<file path="src/rtl/serial_adder.sv">
// Bit-serial WIDTH-bit adder: one full_adder cell plus a registered carry, LSB first.
// Optional subtract mode is enabled by defining SERIAL_ADDER_SUB_EN.

module full_adder (
  input  logic din_a,
  input  logic din_b,
  input  logic c_in,
  output logic sum,
  output logic c_out
);
  assign sum   = din_a ^ din_b ^ c_in;
  assign c_out = (din_a & din_b) | (din_a & c_in) | (din_b & c_in);
endmodule

module serial_adder #(
  parameter int WIDTH = 8
) (
  input  logic             clk,
  input  logic             rst_n,
  input  logic             start,
  input  logic [WIDTH-1:0] din_a,
  input  logic [WIDTH-1:0] din_b,
  input  logic             c_in,
`ifdef SERIAL_ADDER_SUB_EN
  input  logic             sub,
`endif
  output logic             busy,
  output logic             done,
  output logic [WIDTH-1:0] sum,
  output logic             c_out
);
  localparam int CNT_W = (WIDTH > 2) ? $clog2(WIDTH) : 1;
  localparam logic [CNT_W-1:0] CNT_LAST = CNT_W'(WIDTH - 1);

  typedef enum logic [1:0] {IDLE, RUN, DONE} state_t;

  state_t             state_reg, state_next;
  logic [WIDTH-1:0]   a_sr, b_sr, res_sr;
  logic               carry;
  logic [CNT_W-1:0]   cnt;
  logic               fa_sum, fa_c_out;
  logic [WIDTH-1:0]   res_next;
  logic [WIDTH-1:0]   b_load;
  logic               carry_load;
  logic               last_bit;

  full_adder u_fa (
    .din_a (a_sr[0]),
    .din_b (b_sr[0]),
    .c_in  (carry),
    .sum   (fa_sum),
    .c_out (fa_c_out)
  );

  // Subtraction is A + ~B + 1, so only the B and carry loads differ.
`ifdef SERIAL_ADDER_SUB_EN
  assign b_load     = sub ? ~din_b : din_b;
  assign carry_load = sub ? 1'b1 : c_in;
`else
  assign b_load     = din_b;
  assign carry_load = c_in;
`endif

  assign res_next = {fa_sum, res_sr[WIDTH-1:1]};
  assign last_bit = (cnt == CNT_LAST);
  assign busy     = (state_reg != IDLE);
  assign done     = (state_reg == DONE);

  always_ff @(posedge clk or negedge rst_n) begin
    if (!rst_n) begin
      state_reg <= IDLE;
    end else begin
      state_reg <= state_next;
    end
  end

  always_comb begin
    state_next = state_reg;
    case (state_reg)
      IDLE:    if (start) state_next = RUN;
      RUN:     if (last_bit) state_next = DONE;
      DONE:    state_next = IDLE;
      default: state_next = IDLE;
    endcase
  end

  always_ff @(posedge clk or negedge rst_n) begin
    if (!rst_n) begin
      a_sr   <= '0;
      b_sr   <= '0;
      res_sr <= '0;
      carry  <= 1'b0;
      cnt    <= '0;
      sum    <= '0;
      c_out  <= 1'b0;
    end else begin
      case (state_reg)
        IDLE: begin
          if (start) begin
            a_sr  <= din_a;
            b_sr  <= b_load;
            carry <= carry_load;
            cnt   <= '0;
          end
        end
        RUN: begin
          res_sr <= res_next;
          a_sr   <= a_sr >> 1;
          b_sr   <= b_sr >> 1;
          carry  <= fa_c_out;
          cnt    <= cnt + CNT_W'(1);
          // Result registers only move on the final bit, so they hold between operations.
          if (last_bit) begin
            sum   <= res_next;
            c_out <= fa_c_out;
          end
        end
        default: ;
      endcase
    end
  end
endmodule
</file>
<file path="config.mk">
export PLATFORM = sky130hd
export DESIGN_NAME = serial_adder
export DESIGN_NICKNAME = d
export VERILOG_FILES = /design/src/rtl/serial_adder.sv
export SDC_FILE = /design/constraint.sdc
export NUM_CORES = 1
export LEC_CHECK = 0
export CORE_MARGIN = 3
export CORE_UTILIZATION = 40
export CTS_CLUSTER_DIAMETER = 30
export DETAILED_ROUTE_END_ITERATION = 10
export GPL_ROUTABILITY_DRIVEN = 0
export SYNTH_ARGS = -nofsm -noshare
export SYNTH_HDL_FRONTEND = slang
export SYNTH_SLANG_ARGS = --single-unit
</file>
<file path="constraint.sdc">
create_clock -name clk -period 1.82 [get_ports clk]
set_clock_uncertainty 0.2 [all_clocks]
set_input_delay 0.455 -clock clk [delete_from_list [all_inputs] [get_ports clk]]
set_output_delay 0.455 -clock clk [all_outputs]
set_load 0.01 [all_outputs]
</file>
==> impl_metrics.csv, run 1 <==
group,metric,value,unit
cts,cts_made_buffers,5,
routing,drc_errors,0,
finish,filler_cell_count,373,
timing,fin_crit_sh,97.9,%
global_routing,grt_antenna_before_repair,0,
global_routing,grt_max_degree,39,
cts,clk_latency,0.29,ns
critical_path,cp.arrival,1.75,ns
timing,tightest_slew,0.465,ns
cts,cts.sinks,38,
critical_path,slowest_delay,0.41,ns
placed_design,hpwl,2290,um
global_routing,grt_pass1_vias,1220,
logic_synthesis,synth_area,0.00174,mm2
timing,setup_viol,0,
logic_synthesis,yosysUniqueCellTypes,28,
routing,detail_route.first_pass.iterations,4,
logic_synthesis,synthFlopType,"dfrtp_1",
floorplan,die_w,72.0,um
power_and_ir_drop,p_leak,0.972,nW
finish,regArea,951,um2
finish,post-route-util,54.3,%
cts,cts_max_level,2,
finish,fin_nets,184,
floorplan,io_pins,31,
critical_path,crit_top_cell,"ha_2",
global_routing,grt-ovfl-total,0,
cts,clkTransAtPathRegs,0.08,ns
timing,min_period,1.78,ns
placed_design,numPortBuffers,30,
status,outcome,"complete, but fails checks",
timing,setup_ws,0.0377,ns
logic_synthesis,avgSynthCellArea,14.3,um2
logic_synthesis,synth-edff-count,0,
logic_synthesis,synth.yosys.seq_area_share,54.5,%
finish,layout-drive-gt1-share,35.8,%
critical_path,crit_path_end_kind,"register",
logic_synthesis,synthArstFlopShare,100,%
logic_synthesis,synth_seq_cells,38,
finish,synthToLayoutAreaGrowth,28.0,%
floorplan,dieArea,0.00519,mm2
critical_path,path_cells,"ha_2, ha_2, nand3b_1, buf_6, buf_12, mux2_2",
logic_synthesis,mappedNetlistNets,145,
finish,layout_common_cells,"38 x dfrtp_1, 18 x clkdlybuf4s50_1, 16 x mux2_2",
logic_synthesis,yosys_warnings,0,
timing,finalHoldViolCount,2,
critical_path,critPathKind,"reg2reg",
global_routing,grt_pass1_wl,5780,um
timing,whs,-0.00206,ns
timing,worst_slew_margin_rel,69.0,%
routing,routed_wl,3400,um
critical_path,cp_max_fo,5,
logic_synthesis,netlist_instances,122,
floorplan,core,0.00412,mm2
timing,drv_slew,0,
floorplan,die_height,72.0,um
critical_path,critPathBufInv,2,
critical_path,start_kind,"register",
finish,fin_area,0.00223,mm2
floorplan,initial_utilization,42.4,%
critical_path,crit_slowest_cell,"dfrtp_1",
min_path,hold_path.class,"in2async",
timing,fmax,561,MHz
routing,ant_nets,0,
flow_run,drv_cap,0,
placed_design,place_ws,-0.161,ns
global_routing,track_usage,14.4,%
cts,cts-root-buf,"clkbuf_8",
floorplan,core.rowCount,23,
critical_path,cp_top_family,"flip-flops",
finish,multi_input_area,701,um2
cts,cts_max_path_buffers,2,
timing,final.setup.tns,0,ns
placed_design,dpl_cell_area,0.00210,mm2
finish,top_regs,"a_sr x8, b_sr x8, sum x8",
status,violations,"negative hold slack",
finish,final_common_cell,"dfrtp_1",
routing,vias_per_cell,5.43,
critical_path,critical_path_required,1.79,ns
routing,wl_per_cell,16.0,um
power_and_ir_drop,p_total,3.46,mW
routing,drtIter0Drc,71,
finish,antenna_cells,0,
power_and_ir_drop,power.density,1550,mW/mm2
power_and_ir_drop,ir_drop,0.661,mV
cts,cts_tree,"built",
routing,vias,1151,
## report_power, final
group	internal (mW)	switching (mW)	leakage, nW
Combinational	0.821	0.576	0.476
Clock	0.305	0.283	0.0482
Sequential	1.25	0.230	0.448
## timing repair
| action | in CTS | in global routing |
|---|---|---|
| gates cloned | 0 | 1 |
| endpoints found under the hold margin | 0 | 0 |
| hold buffers | 0 | 0 |
| resized for setup | 14 | 6 |
| buffers inserted | 0 | 3 |
| pin swaps | 0 | 1 |
| endpoints found under the setup margin | 11 | 10 |
## synthesized netlist by cell type (all sizes together) (2+ instances only)
cell type	n	area [um2]
nor4bb	2	20.0
mux2	16	180
buf	10	77.6
nor3b	3	22.5
inv	3	11.3
or4b	13	130
nand2b	3	18.8
a211o	2	17.5
dfrtp	38	951
ha	2	25.0
clkbuf	2	8.75
nor4b	2	17.5
a22o	2	17.5
o221a	13	146
## worst paths after layout
| kind | end | from | slack [ns] | cells past startpoint |
|---|---|---|---|---|
| worst max-delay path | sum[4] | cnt[0] | 0.04 | 6 |
| worst min-delay path | a_sr[1] | rst_n | -0.002 | 2 |
| worst max register to register | sum[4] | cnt[0] | 0.04 | 6 |
| worst min register to register | sum[5] | sum[5] | 0.30 | 1 |
| max in group asynchronous | sum[5] | rst_n | 1.08 | 2 |
| min in group clk | sum[5] | sum[5] | 0.30 | 1 |
## cells by family after synthesis
| logic type | count (synthesis) | share of synthesized area [%] |
|---|---|---|
| mux | 17 | 10.9 |
| flops | 38 | 54.5 |
| simple gates | 27 | 13.6 |
| compound gates | 22 | 12.8 |
| buf+inv | 15 | 5.59 |
| fa+ha+maj | 3 | 2.58 |
## metal layers
metal	vias to the layer above	global-route usage, %	routed length, um
li1	556	-	-
met1	571	19.4	1650
met2	24	22.3	1580
met3	0	4.99	166
met4	0	3.76	0
met5	-	0	0
## metrics by stage
| step | hold WS [ns] | std cells |
|---|---|---|
| floorplan | -0.0406 | 122 |
| global placement | 0.287 | 200 |
| detailed placement | 0.286 | 200 |
| CTS | 0.0178 | 208 |
| global route | 0.0446 | 212 |
| finish | -0.00206 | 212 |
## final cells by class
| class | count | area share, % |
|---|---|---|
| Clock buffer | 7 | 3.87 |
| Clock inverter | 1 | 0.224 |
| Inverter | 3 | 0.504 |
| Multi-Input combinational cell | 69 | 31.4 |
| Sequential cell | 38 | 42.6 |
| Tap cell | 50 | 2.80 |
| Timing Repair Buffer | 44 | 18.7 |
## worst reg2reg max path, stage by stage (launching register included)
cell and delay, ns:
dfrtp_1 0.41, ha_2 0.19, ha_2 0.17, nand3b_1 0.13, buf_6 0.13, buf_12 0.10
mux2_2 0.33
Note: power is estimated with default switching activity, not from simulation.
==> inputs of run 2 (changes only) <==
--- a/config.mk
+++ b/config.mk
@@ -10,6 +10,8 @@
 export CTS_CLUSTER_DIAMETER = 30
 export DETAILED_ROUTE_END_ITERATION = 10
 export GPL_ROUTABILITY_DRIVEN = 0
+export GPL_TIMING_DRIVEN = 0
+export SLEW_MARGIN = 20
 export SYNTH_ARGS = -nofsm -noshare
 export SYNTH_HDL_FRONTEND = slang
 export SYNTH_SLANG_ARGS = --single-unit
==> run 2 against run 1 <==
- the flow finishes with violations (negative setup slack)
- global-route usage rose by 1.3 points
- count of clock-buffer cells in the layout is 1 lower
- worst hold slack better by 0.30 ns
- wire length grew 8.1%
==> impl_metrics.csv, run 2 (synthesis gave the netlist of run 1 again) <==
group,metric,value,unit
status,outcome,"complete, but fails checks",
status,violations,"negative setup slack",
finish,post-route-util,55.9,%
critical_path,worstSetupStartpoint,"state_reg[1]",
cts,cts_made_buffers,5,
cts,cts_max_path_buffers,2,
cts,cts_tree,"built",
global_routing,grt_max_degree,21,
timing,min_period,1.86,ns
power_and_ir_drop,ir_drop,0.971,mV
global_routing,track_usage,15.7,%
finish,synthToLayoutAreaGrowth,31.9,%
timing,fmax,539,MHz
floorplan,die_height,72.0,um
min_path,hold_path_depth,1,
critical_path,r2r-start,"state_reg[0]",
routing,vias_per_cell,5.44,
critical_path,critPathKind,"reg2out",
cts,cts-root-buf,"clkbuf_8",
critical_path,cp.arrival,1.20,ns
cts,clkTransAtPathRegs,0.07,ns
routing,ant_nets,0,
finish,layout-drive-gt1-share,36.4,%
flow_run,drv_cap,0,
placed_design,hpwl,2540,um
cts,cts.sinks,38,
critical_path,r2r_slack,0.08,ns
timing,setup_viol,1,
routing,drc_errors,0,
critical_path,critical_path_required,1.16,ns
floorplan,core,0.00412,mm2
timing,worst_slew_margin_rel,68.0,%
critical_path,ff2ff_path_depth,5,
critical_path,r2r_end,"a_sr[6]",
power_and_ir_drop,power.density,1600,mW/mm2
timing,setup_ws,-0.0352,ns
finish,fin_nets,188,
power_and_ir_drop,p_leak,1.02,nW
placed_design,numPortBuffers,30,
critical_path,cp_max_fo,4,
critical_path,critPathCapture,"busy",
finish,antenna_cells,0,
timing,whs,0.298,ns
cts,clk_latency,0.29,ns
timing,drv_slew,0,
floorplan,dieArea,0.00519,mm2
global_routing,grt_pass1_vias,1268,
floorplan,core.rowCount,23,
timing,rsz0062_at_grt,"yes",
finish,top_regs,"a_sr x8, b_sr x8, sum x8",
critical_path,crit_path_end_kind,"output port",
routing,drtIter0Drc,67,
routing,detail_route.first_pass.iterations,4,
routing,vias,1170,
floorplan,io_pins,31,
global_routing,grt-ovfl-total,0,
global_routing,grt_antenna_before_repair,0,
timing,tightest_slew,0.480,ns
finish,layout_common_cells,"37 x dfrtp_1, 17 x clkdlybuf4s50_1, 16 x mux2_2",
timing,finalHoldViolCount,0,
routing,routed_wl,3680,um
floorplan,initial_utilization,42.4,%
global_routing,grt_pass1_wl,6310,um
routing,wl_per_cell,17.1,um
timing,fin_crit_sh,102,%
min_path,hold_path.class,"reg2reg",
finish,final_common_cell,"dfrtp_1",
critical_path,start_kind,"register",
floorplan,die_w,72.0,um
cts,cts_max_level,2,
-- run 2: area by class of cell --
cell class                      count  area, um2
Fill cell                         355       1810
Sequential cell                    38        952
Multi-Input combinational cell     69        698
Timing Repair Buffer               39        377
Buffer                              9       87.6
Clock buffer                        6       82.6
Tap cell                           50       62.6
Clock inverter                      1       30.0
Inverter                            3       11.3
-- run 2: critical path, cell delays in order, from the launching register on --
cell      delay [ns]
dfrtp_1         0.42
clkbuf_8        0.16
or2_4           0.22
buf_6           0.12
-- run 2: stage by stage --
step | area (um2) | setup TNS (ns) | cells | setup slack (ns) | power (mW)
finish | 2300 | -0.0352 | 215 | -0.0352 | 3.69
global route | 2300 | -0.0757 | 215 | -0.0757 | 3.95
global placement | 2110 | -34.20 | 202 | -0.787 | 2.93
floorplan | 1740 | 0 | 122 | 0.103 | 2.46
CTS | 2310 | -0.0967 | 217 | -0.0967 | 3.77
detailed placement | 2130 | -4.47 | 203 | -0.395 | 3.01
-- run 2: metal layers --
layer / GRT usage (%) / wire (um) / up-vias
met3: 4.71 / 134 / 2
met5: 0 / 0 / -
met1: 21.6 / 1770 / 593
li1: - / - / 552
met4: 3.13 / 10 / 0
met2: 24.9 / 1760 / 23
-- run 2: worst min path at each step --
stage,to,start
6_report,cnt[0],cnt[0]
5_1_grt,cnt[0],cnt[0]
4_1_cts,cnt[0],cnt[0]
3_5_place_dp,a_sr[2],rst_n
3_3_place_gp,res_sr[1],res_sr[1]
2_1_floorplan,a_sr[0],rst_n
-- run 2: power by group --
part / internal, mW / switching (mW) / total, mW
sequential: 1.25 / 0.245 / 1.50
clock: 0.438 / 0.279 / 0.717
combinational: 0.883 / 0.591 / 1.47
-- run 2: what timing repair did --
action	in CTS	in global routing
pin swaps	1	0
setup buffers	7	0
hold buffers	1	0
endpoints found under the setup margin	12	27
endpoints found under the hold margin	19	0
gates resized for setup	26	8
